$ cat config.mk
export PLATFORM = sky130hd
export DESIGN_NAME = mouse_master_sm
export DESIGN_NICKNAME = d
export VERILOG_FILES = /design/src/rtl/mouse_master_sm.sv
export SDC_FILE = /design/constraint.sdc
export NUM_CORES = 1
export LEC_CHECK = 0
export CORE_ASPECT_RATIO = 0.75
export CORE_UTILIZATION = 55
export CTS_BUF_LIST = sky130_fd_sc_hd__clkbuf_4 sky130_fd_sc_hd__clkbuf_8
export CTS_CLUSTER_SIZE = 24
export DETAILED_ROUTE_END_ITERATION = 8
export HOLD_SLACK_MARGIN = 0.03
export PLACE_DENSITY_LB_ADDON = 0.05
export SLEW_MARGIN = 20
export SYNTH_ARGS = -nofsm -noshare
export SYNTH_HDL_FRONTEND = slang
export SYNTH_SLANG_ARGS = --single-unit
$ cat constraint.sdc
create_clock -name CLK -period 4.2 [get_ports CLK]
set_input_delay 0.84 -clock CLK [delete_from_list [all_inputs] [get_ports CLK]]
set_output_delay 0.84 -clock CLK [all_outputs]
set_load 0.02 [all_outputs]
$ cat src/rtl/mouse_master_sm.sv
// PS/2 mouse master: drives the reset/enable handshake through the byte TX/RX pair,
// then assembles 3-byte stream packets into status/dX/dY with a one-cycle interrupt.
module mouse_master_sm #(
    parameter int POWERUP_CYCLES = 5_000_000,
    parameter int RESP_TIMEOUT   = 50_000_000,
    parameter int PKT_TIMEOUT    = 100_000
) (
    input  logic       CLK,
    input  logic       RESET,
    output logic       SEND_BYTE,
    output logic [7:0] BYTE_TO_SEND,
    input  logic       BYTE_SENT,
    output logic       READ_ENABLE,
    input  logic [7:0] BYTE_READ,
    input  logic [1:0] BYTE_ERROR_CODE,
    input  logic       BYTE_READY,
    output logic [7:0] MOUSE_STATUS,
    output logic [7:0] MOUSE_DX,
    output logic [7:0] MOUSE_DY,
    output logic       SEND_INTERRUPT,
    output logic       INIT_DONE
);

    typedef enum logic [3:0] {
        S_WAIT, S_TXRST, S_TXRST_W, S_ACK1, S_SELF, S_ID,
        S_TXEN, S_TXEN_W, S_ACK2, S_B0, S_B1, S_B2, S_PKT
    } state_t;

    localparam logic [26:0] L_POWERUP_LAST = 27'(POWERUP_CYCLES - 1);
    localparam logic [26:0] L_RESP_LAST    = 27'(RESP_TIMEOUT - 1);
    localparam logic [26:0] L_PKT_LAST     = 27'(PKT_TIMEOUT - 1);

    state_t      r_state;
    state_t      w_next_state;
    logic [26:0] r_count;
    logic        r_send;
    logic [7:0]  r_byte_to_send;
    logic        r_read_enable;
    logic        r_interrupt;
    logic        r_init_done;
    logic [7:0]  r_status;
    logic [7:0]  r_dx;
    logic [7:0]  r_dy;
    logic [7:0]  r_sh_status;
    logic [7:0]  r_sh_dx;
    logic [7:0]  r_sh_dy;

    logic w_byte_ok;
    logic w_resp_to;
    logic w_pkt_to;

    assign w_byte_ok = BYTE_READY && (BYTE_ERROR_CODE == 2'b00);
    assign w_resp_to = (r_count == L_RESP_LAST);
    assign w_pkt_to  = (r_count == L_PKT_LAST);

    // A received byte always takes priority over a timeout landing on the same cycle.
    always_comb begin
        w_next_state = r_state;
        case (r_state)
            S_WAIT:    if (r_count == L_POWERUP_LAST) w_next_state = S_TXRST;
            S_TXRST:   w_next_state = S_TXRST_W;
            S_TXRST_W: begin
                if (BYTE_SENT)      w_next_state = S_ACK1;
                else if (w_resp_to) w_next_state = S_WAIT;
            end
            S_ACK1: begin
                if (BYTE_READY)     w_next_state = (w_byte_ok && BYTE_READ == 8'hFA) ? S_SELF : S_WAIT;
                else if (w_resp_to) w_next_state = S_WAIT;
            end
            S_SELF: begin
                if (BYTE_READY)     w_next_state = (w_byte_ok && BYTE_READ == 8'hAA) ? S_ID : S_WAIT;
                else if (w_resp_to) w_next_state = S_WAIT;
            end
            S_ID: begin
                if (BYTE_READY)     w_next_state = (w_byte_ok && BYTE_READ == 8'h00) ? S_TXEN : S_WAIT;
                else if (w_resp_to) w_next_state = S_WAIT;
            end
            S_TXEN:    w_next_state = S_TXEN_W;
            S_TXEN_W: begin
                if (BYTE_SENT)      w_next_state = S_ACK2;
                else if (w_resp_to) w_next_state = S_WAIT;
            end
            S_ACK2: begin
                if (BYTE_READY)     w_next_state = (w_byte_ok && BYTE_READ == 8'hFA) ? S_B0 : S_WAIT;
                else if (w_resp_to) w_next_state = S_WAIT;
            end
            S_B0:      if (w_byte_ok && BYTE_READ[3]) w_next_state = S_B1;
            S_B1: begin
                if (BYTE_READY)     w_next_state = w_byte_ok ? S_B2 : S_B0;
                else if (w_pkt_to)  w_next_state = S_B0;
            end
            S_B2: begin
                if (BYTE_READY)     w_next_state = w_byte_ok ? S_PKT : S_B0;
                else if (w_pkt_to)  w_next_state = S_B0;
            end
            S_PKT:     w_next_state = S_B0;
            default:   w_next_state = S_WAIT;
        endcase
    end

    // Outputs are decoded from the next state so they line up with the state register.
    always_ff @(posedge CLK) begin
        if (RESET) begin
            r_state        <= S_WAIT;
            r_count        <= '0;
            r_send         <= 1'b0;
            r_byte_to_send <= 8'h00;
            r_read_enable  <= 1'b0;
            r_interrupt    <= 1'b0;
            r_init_done    <= 1'b0;
            r_status       <= 8'h00;
            r_dx           <= 8'h00;
            r_dy           <= 8'h00;
        end else begin
            r_state       <= w_next_state;
            r_count       <= (w_next_state != r_state) ? 27'd0 : r_count + 27'd1;
            r_send        <= (w_next_state == S_TXRST) || (w_next_state == S_TXEN);
            if (w_next_state == S_TXRST)     r_byte_to_send <= 8'hFF;
            else if (w_next_state == S_TXEN) r_byte_to_send <= 8'hF4;
            r_read_enable <= w_next_state inside {S_ACK1, S_SELF, S_ID, S_ACK2,
                                                  S_B0, S_B1, S_B2, S_PKT};
            r_init_done   <= w_next_state inside {S_B0, S_B1, S_B2, S_PKT};
            r_interrupt   <= (r_state == S_PKT);
            if (r_state == S_PKT) begin
                r_status <= r_sh_status;
                r_dx     <= r_sh_dx;
                r_dy     <= r_sh_dy;
            end
        end
    end

    always_ff @(posedge CLK) begin
        if (w_byte_ok) begin
            case (r_state)
                S_B0:    if (BYTE_READ[3]) r_sh_status <= BYTE_READ;
                S_B1:    r_sh_dx <= BYTE_READ;
                S_B2:    r_sh_dy <= BYTE_READ;
                default: ;
            endcase
        end
    end

    assign SEND_BYTE      = r_send;
    assign BYTE_TO_SEND   = r_byte_to_send;
    assign READ_ENABLE    = r_read_enable;
    assign SEND_INTERRUPT = r_interrupt;
    assign INIT_DONE      = r_init_done;
    assign MOUSE_STATUS   = r_status;
    assign MOUSE_DX       = r_dx;
    assign MOUSE_DY       = r_dy;

endmodule

==> impl_results.md <==
- Status: completed
- Most frequent cell after synthesis: nand2_1
- Placed inst area: 0.00439 mm2
- P&R area growth vs syn: 17.6%
- Worst EP required: 4.46 ns
- Grt ovf: 0
- Final number of max-transition violations: 0
- Clock latency on the worst-skew pair: 0.35 ns
- Row count: 26
- Total wire length: 8600 um
- Most used DFF post-synth: dfxtp_1
- Synth cell count leaders: nand2_1, dfxtp_1, a21oi_1, edfxtp_1, nor2_1
- Setup violations, final: 0
- Worst path arrival time: 3.47 ns
- Setup crit start kind: input port
- Fin. Hold Viols: 0
- Register area: 0.00191 mm2
- Nets: 462
- Pleak: 0.00151 uW
- Top cells by area, synth: dfxtp_1, edfxtp_1, nand2_1
- Slew HR: 33.8%
- Die area: 0.00744 mm2
- Clk buf depth: 2
- Mapped Avg Cell Area: 9.58 um2
- Tightest Pin Transition: 0.991 ns
- Syn Inst Count: 407
- Wirelength per Cell: 16.0 um
- RD Place Congestion: 0.892
- Core area: 0.00683 mm2
- DP HPWL: 6030 um
- ANT nets after route: 0
- Diode count: 0
- Hold crit path type: reg -> reg
- I/O Buffers: 49
- Via count: 3144
- Initial Util: 57.1%
- Multi-input logic area: 0.00177 mm2
- Initial antenna violation count: 0
- Total CTS buffers: 9
- Worst setup path class: in -> reg
- Syn Nets: 422
- Seq cells post-synth: 84
- Pin count of the biggest net entering global routing: 36
- Final instance area: 0.00459 mm2
- Max VDD drop: 0.159 mV
- Worst-path fanout max: 27
- Drt drc: 0
- TritonRoute pass-1 iters: 5
- RSZ-0062 raised after global routing: false
- Crit. End Element: flip-flop
- Synth top area share: 31.3%
- Die width: 99.2 um
- Tmin final: 3.21 ns
- Setup TNS: 0 ns
- Seq/Total Area, Yosys: 49.0%
- GRT Total Usage: 24.4%
- Boundary Pins: 50
- Clk root buf: clkbuf_8
- Post-Syn Area: 0.00390 mm2
- Vias/cell: 5.87
- H-tree depth: 3
- Clock-pin slew on the worst setup and hold paths: 0.08 ns
- Max cap viols: 0
- Cts repair resizes: 0
- Clk sinks: 84
- Die span in y: 74.9 um
- First-pass GRT wire length: 13800 um
- FILL cells: 553
- Fmax: 311 MHz
- Area leader, netlist: dfxtp_1
- CTS tree: built
- Final Power: 1460 uW
- Post-synth cell types: 61
- Hold buffers post-CTS: 0
- FFs w/ async S/R, synth: 0%
- Vias in the first global route: 2690
- EDFF count, synth: 23
- Post-CTS setup buffer count: 0
- Period utilization: 76.5%
- Warnings from Yosys: 0
- DRT iter0 DRCs: 306
- Power Density: 317 mW/mm2
- DP Worst Slack: 0.632 ns
- Setup ws final: 0.989 ns
- Skew final: 0.00829 ns
- Layout cells sized above 1: 12.2%
==> layer usage <==
metal / track usage (%) / wire, um
met5: 0 / 0
met4: 5.23 / 53
met3: 7.15 / 580
met2: 34.0 / 3670
met1: 37.1 / 4300
==> registers in the layout (all words and copies together) (netlist names) <==
name	flops
r_sh_dx	8
MOUSE_DX	8
READ_ENABLE	1
r_sh_status	7
MOUSE_DY	8
r_count	27
SEND_INTERRUPT	1
SEND_BYTE	1
r_sh_dy	8
BYTE_TO_SEND	2
INIT_DONE	1
r_state	4
MOUSE_STATUS	8
==> final timing paths <==
check / startpoint / to / slack, ns / depth (start not counted)
setup / recovery: BYTE_READY / r_count[25] / 0.99 / 7
hold / removal: MOUSE_DY[6] / MOUSE_DY[6] / 0.46 / 2
setup reg to reg: r_state[2] / r_count[25] / 1.23 / 8
hold reg to reg: MOUSE_DY[6] / MOUSE_DY[6] / 0.46 / 2
==> layout by cell type, fill, tap and decap left out, drive strengths merged, types with 4 or more instances in the layout <==
| cell type | count |
|---|---|
| a21oi | 32 |
| a31oi | 4 |
| and3 | 6 |
| buf | 8 |
| clkbuf | 9 |
| clkdlybuf4s50 | 49 |
| clkinv | 4 |
| dfxtp | 61 |
| edfxtp | 23 |
| inv | 11 |
| nand2 | 69 |
| nand3 | 14 |
| nand4 | 9 |
| nor2 | 22 |
| nor2b | 4 |
| nor3 | 35 |
| nor3b | 4 |
| nor4 | 6 |
| o21ai | 7 |
| xnor2 | 15 |
| xor2 | 11 |
==> power by group <==
| part | internal (uW) | switching, uW | leakage, uW | total (uW) |
|---|---|---|---|---|
| sequential | 832 | 2.81 | 0.000698 | 835 |
| combinational | 20.2 | 28.0 | 0.000713 | 48.3 |
| clock | 278 | 295 | 0.0000974 | 573 |
==> area by class of cell <==
| type | instances | area share [%] |
|---|---|---|
| clock inverter | 7 | 1.66 |
| sequential | 84 | 41.7 |
| multi-input combinational | 285 | 38.6 |
| tap | 84 | 2.29 |
| inverter | 10 | 0.818 |
| timing repair buffer | 57 | 12.3 |
| clock buffer | 9 | 2.70 |
==> kinds of logic (layout without fill, tap and decap cells) <==
| logic type | Yosys count | in the layout | share of synthesized area [%] |
|---|---|---|---|
| simple gates | 193 | 193 | 28.0 |
| mux | 2 | 2 | 0.577 |
| buf+inv | 38 | 83 | 5.71 |
| fa+ha+maj | 1 | 1 | 0.321 |
| xor+xnor | 26 | 26 | 6.32 |
| flops | 84 | 84 | 49.0 |
| compound gates | 63 | 63 | 10.0 |
==> critical path, cell delays in order <==
cell	delay, ns
clkdlybuf4s50_1	0.48
or3b_4	0.42
or4_4	0.56
a41o_1	0.24
or4_1	0.39
buf_4	0.27
nor3_1	0.25
==> metrics by stage <==
stage	hold WS, ns	instances	util [%]
5_1_grt	0.477	536	67.2
3_5_place_dp	0.446	520	64.2
4_1_cts	0.457	536	67.2
3_3_place_gp	0.442	520	64.2
2_1_floorplan	0.459	407	-
6_report	0.456	536	67.2
Note: power is estimated with default switching activity, not from simulation.
==> RTL edit: new RTL, config.mk and constraints unchanged <==
Change the parameter `POWERUP_CYCLES` from 5_000_000 to 2_500_000.
--- a/src/rtl/mouse_master_sm.sv
+++ b/src/rtl/mouse_master_sm.sv
@@ -3,3 +3,3 @@
 module mouse_master_sm #(
-    parameter int POWERUP_CYCLES = 5_000_000,
+    parameter int POWERUP_CYCLES = 2_500_000,
     parameter int RESP_TIMEOUT   = 50_000_000,
Check against the original RTL: same outputs for any inputs over 10 cycles, from zero or initial values and one cycle with RESET high; that may be too few to reach the edited logic, so the function may still have changed.
==> RTL edit against the original RTL <==
Clock power fell by 8.4%; cell area about the same; critical path type unchanged; routed wire length up 4.0%; die area unchanged; area after synthesis did not move; worst setup slack got worse by 0.47 ns; power fell by 3.2%; critical endpoint is now r_count[23]; sequential cell count unchanged; cell count shrank 2.1%.
==> RTL edit: results (changes against the original RTL) <==
[finish] area added between synthesis and finish 17.71% [about the same]
[finish] Most flops, register r_count
[worst_setup_path] Max stage delay on crit path 0.80 ns [+0.24 ns]
[route] via density per instance 5.983 [+2.0%]
[worst_setup_path] arrival time of the worst setup path 3.87 ns [+0.40 ns]
[route] final WL 8.942 mm [+4.0%]
[finish] fraction of layout instances using a drive strength above 1 13.83% [+1.7 points]
[finish] count of inserted antenna diode cells 0 [unchanged]
[finish] fill cell total of the finished layout 567 [+2.5%]
[clock_tree] Setup Buffers After CTS 0 [unchanged]
[grt] pin count of the biggest net entering global routing 36 [unchanged]
[placed_design] pre-CTS setup slack 0.1500 ns [-0.4824 ns]
[yosys] number of distinct library cells after synthesis 60 [-1.6%]
[grt] combined global-route utilization of all metal layers 25.01% [+0.66 points]
[yosys] Syn. warnings 0 [unchanged]
[grt] vias in the first global route 2721 [+1.2%]
[placed_design] dpl hpwl 6.317 mm [+4.7%]
[yosys] multiplexer area fraction after synthesis 0% [-0.58 points]
[grt] antenna violations before repair 0 [unchanged]
[timing] transition at the pin with the smallest max-transition slack 1.046 ns [+0.05489 ns]
[yosys] most frequently used flop master after synthesis dfxtp_1
[yosys] number of flops mapped to enable cells by yosys 23 [unchanged]
[yosys] most area-consuming cells after synthesis dfxtp_1 31%, edfxtp_1 18%, nor4_2 6.4%, nand2_1 6.0%, a21oi_1 3.7%
[job] MaxCap Viol Count 0 [unchanged]
[route] starting DRC count in detailed routing 239 [-22%]
[yosys] Async S/R FF share, synth 0% [unchanged]
[route] DR pass1 iterations 5 [unchanged]
[timing] Worst Clk Skew 0.01200 ns [+0.003703 ns]
[placed_design] final estimated routing congestion in global placement 0.9747 [+9.2%]
[yosys] net count of the mapped netlist 410 [-2.8%]
[yosys] compound-cell area share of the yosys netlist 9.721% [-0.32 points]
[outcome] outcome complete, no violations
[clock_tree] Worst-path clk slew 0.09 ns
[hold_path] class of the most critical hold timing path register to register
[clock_tree] cell chosen for the clock root clkbuf_8
[yosys] sequential fraction of the synthesis area 49.02% [unchanged]
[placed_design] count of buffers inserted at the top-level ports 49 [unchanged]
[clock_tree] Bufs on Longest Clock Path 2 [unchanged]
[power] Max VDD drop 245.2 uV [+54%]
[clock_tree] number of gates given a new drive strength after cts 0 [unchanged]
[yosys] Synth Area in XOR/XNOR 6.256% [-0.064 points]
[grt] wire length of the first global-routing pass 13.94 mm [+0.85%]
[power] cell leakage power 0.001456 uW [-3.5%]
[worst_setup_path] family of cells with the greatest summed delay on the critical path simple AND/OR/NAND/NOR gates
[worst_setup_path] slowest cell on the critical path o22ai_4
[clock_tree] number of clock buffers inserted by TritonCTS 9 [unchanged]
[finish] max reg flops 27 [unchanged]
[placed_design] placed standard-cell area 0.004413 mm2 [+0.57%]
[finish] Post-layout nets 451 [-2.4%]
[yosys] top cell types by occurrence after synthesis 62 x nand2_1, 61 x dfxtp_1, 29 x a21oi_1
[worst_setup_path] highest net fanout along the worst path 27 [unchanged]
## RTL edit: cells by family (layout without fill, tap and decap cells)
| group | after synthesis | count (layout) |
|---|---|---|
| DFF | 84 | 84 |
| adders and majority gates | 1 | 1 |
| buffers and inverters | 39 | 85 |
| and+or+nand+nor | 188 | 188 |
| AOI/OAI and AO/OA | 56 | 56 |
| xor gates and xnor gates | 27 | 27 |
## RTL edit: power breakdown
part	internal [uW]	leakage, uW	switching [uW]	total [uW]
Clock	227	0.0000950	298	525
Sequential	833	0.000698	2.85	835
Combinational	20.4	0.000663	28.9	49.3
## RTL edit: worst paths after layout
kind / startpoint / to / slack [ns] / cells past startpoint
min reg2reg: MOUSE_DX[6] / MOUSE_DX[6] / 0.45 / 2
max reg2reg: r_state[3] / r_count[23] / 0.95 / 6
max: BYTE_READY / r_count[23] / 0.51 / 8
min: MOUSE_DX[6] / MOUSE_DX[6] / 0.45 / 2
## RTL edit: area by class of cell
type	count	area share [%]
Timing Repair Buffer	57	11.99
Sequential cell	84	41.65
Multi-Input combinational cell	272	39.22
Tap cell	84	2.289
Clock buffer	10	2.862
Inverter	12	0.9812
Clock inverter	6	1.008
## RTL edit: layer usage
metal	part of all wire (%)	track usage (%)
met1	50	37.03
met2	43	35.19
met3	6.7	7.242
met4	0.98	8.007
met5	0	0
## RTL edit: worst min-delay path: cells and delay by family, from the launching register on
| kind | cells | cell delay, ns |
|---|---|---|
| DFF | 1 | 0.32 |
| and+or+nand+nor | 1 | 0.05 |
| AOI/OAI and AO/OA | 1 | 0.05 |
## RTL edit: metrics by stage
step	cells	hold slack, ns
2_1_floorplan	395	0.4599
3_3_place_gp	509	0.4422
3_5_place_dp	509	0.4475
4_1_cts	525	0.4590
5_1_grt	525	0.4834
6_report	525	0.4545
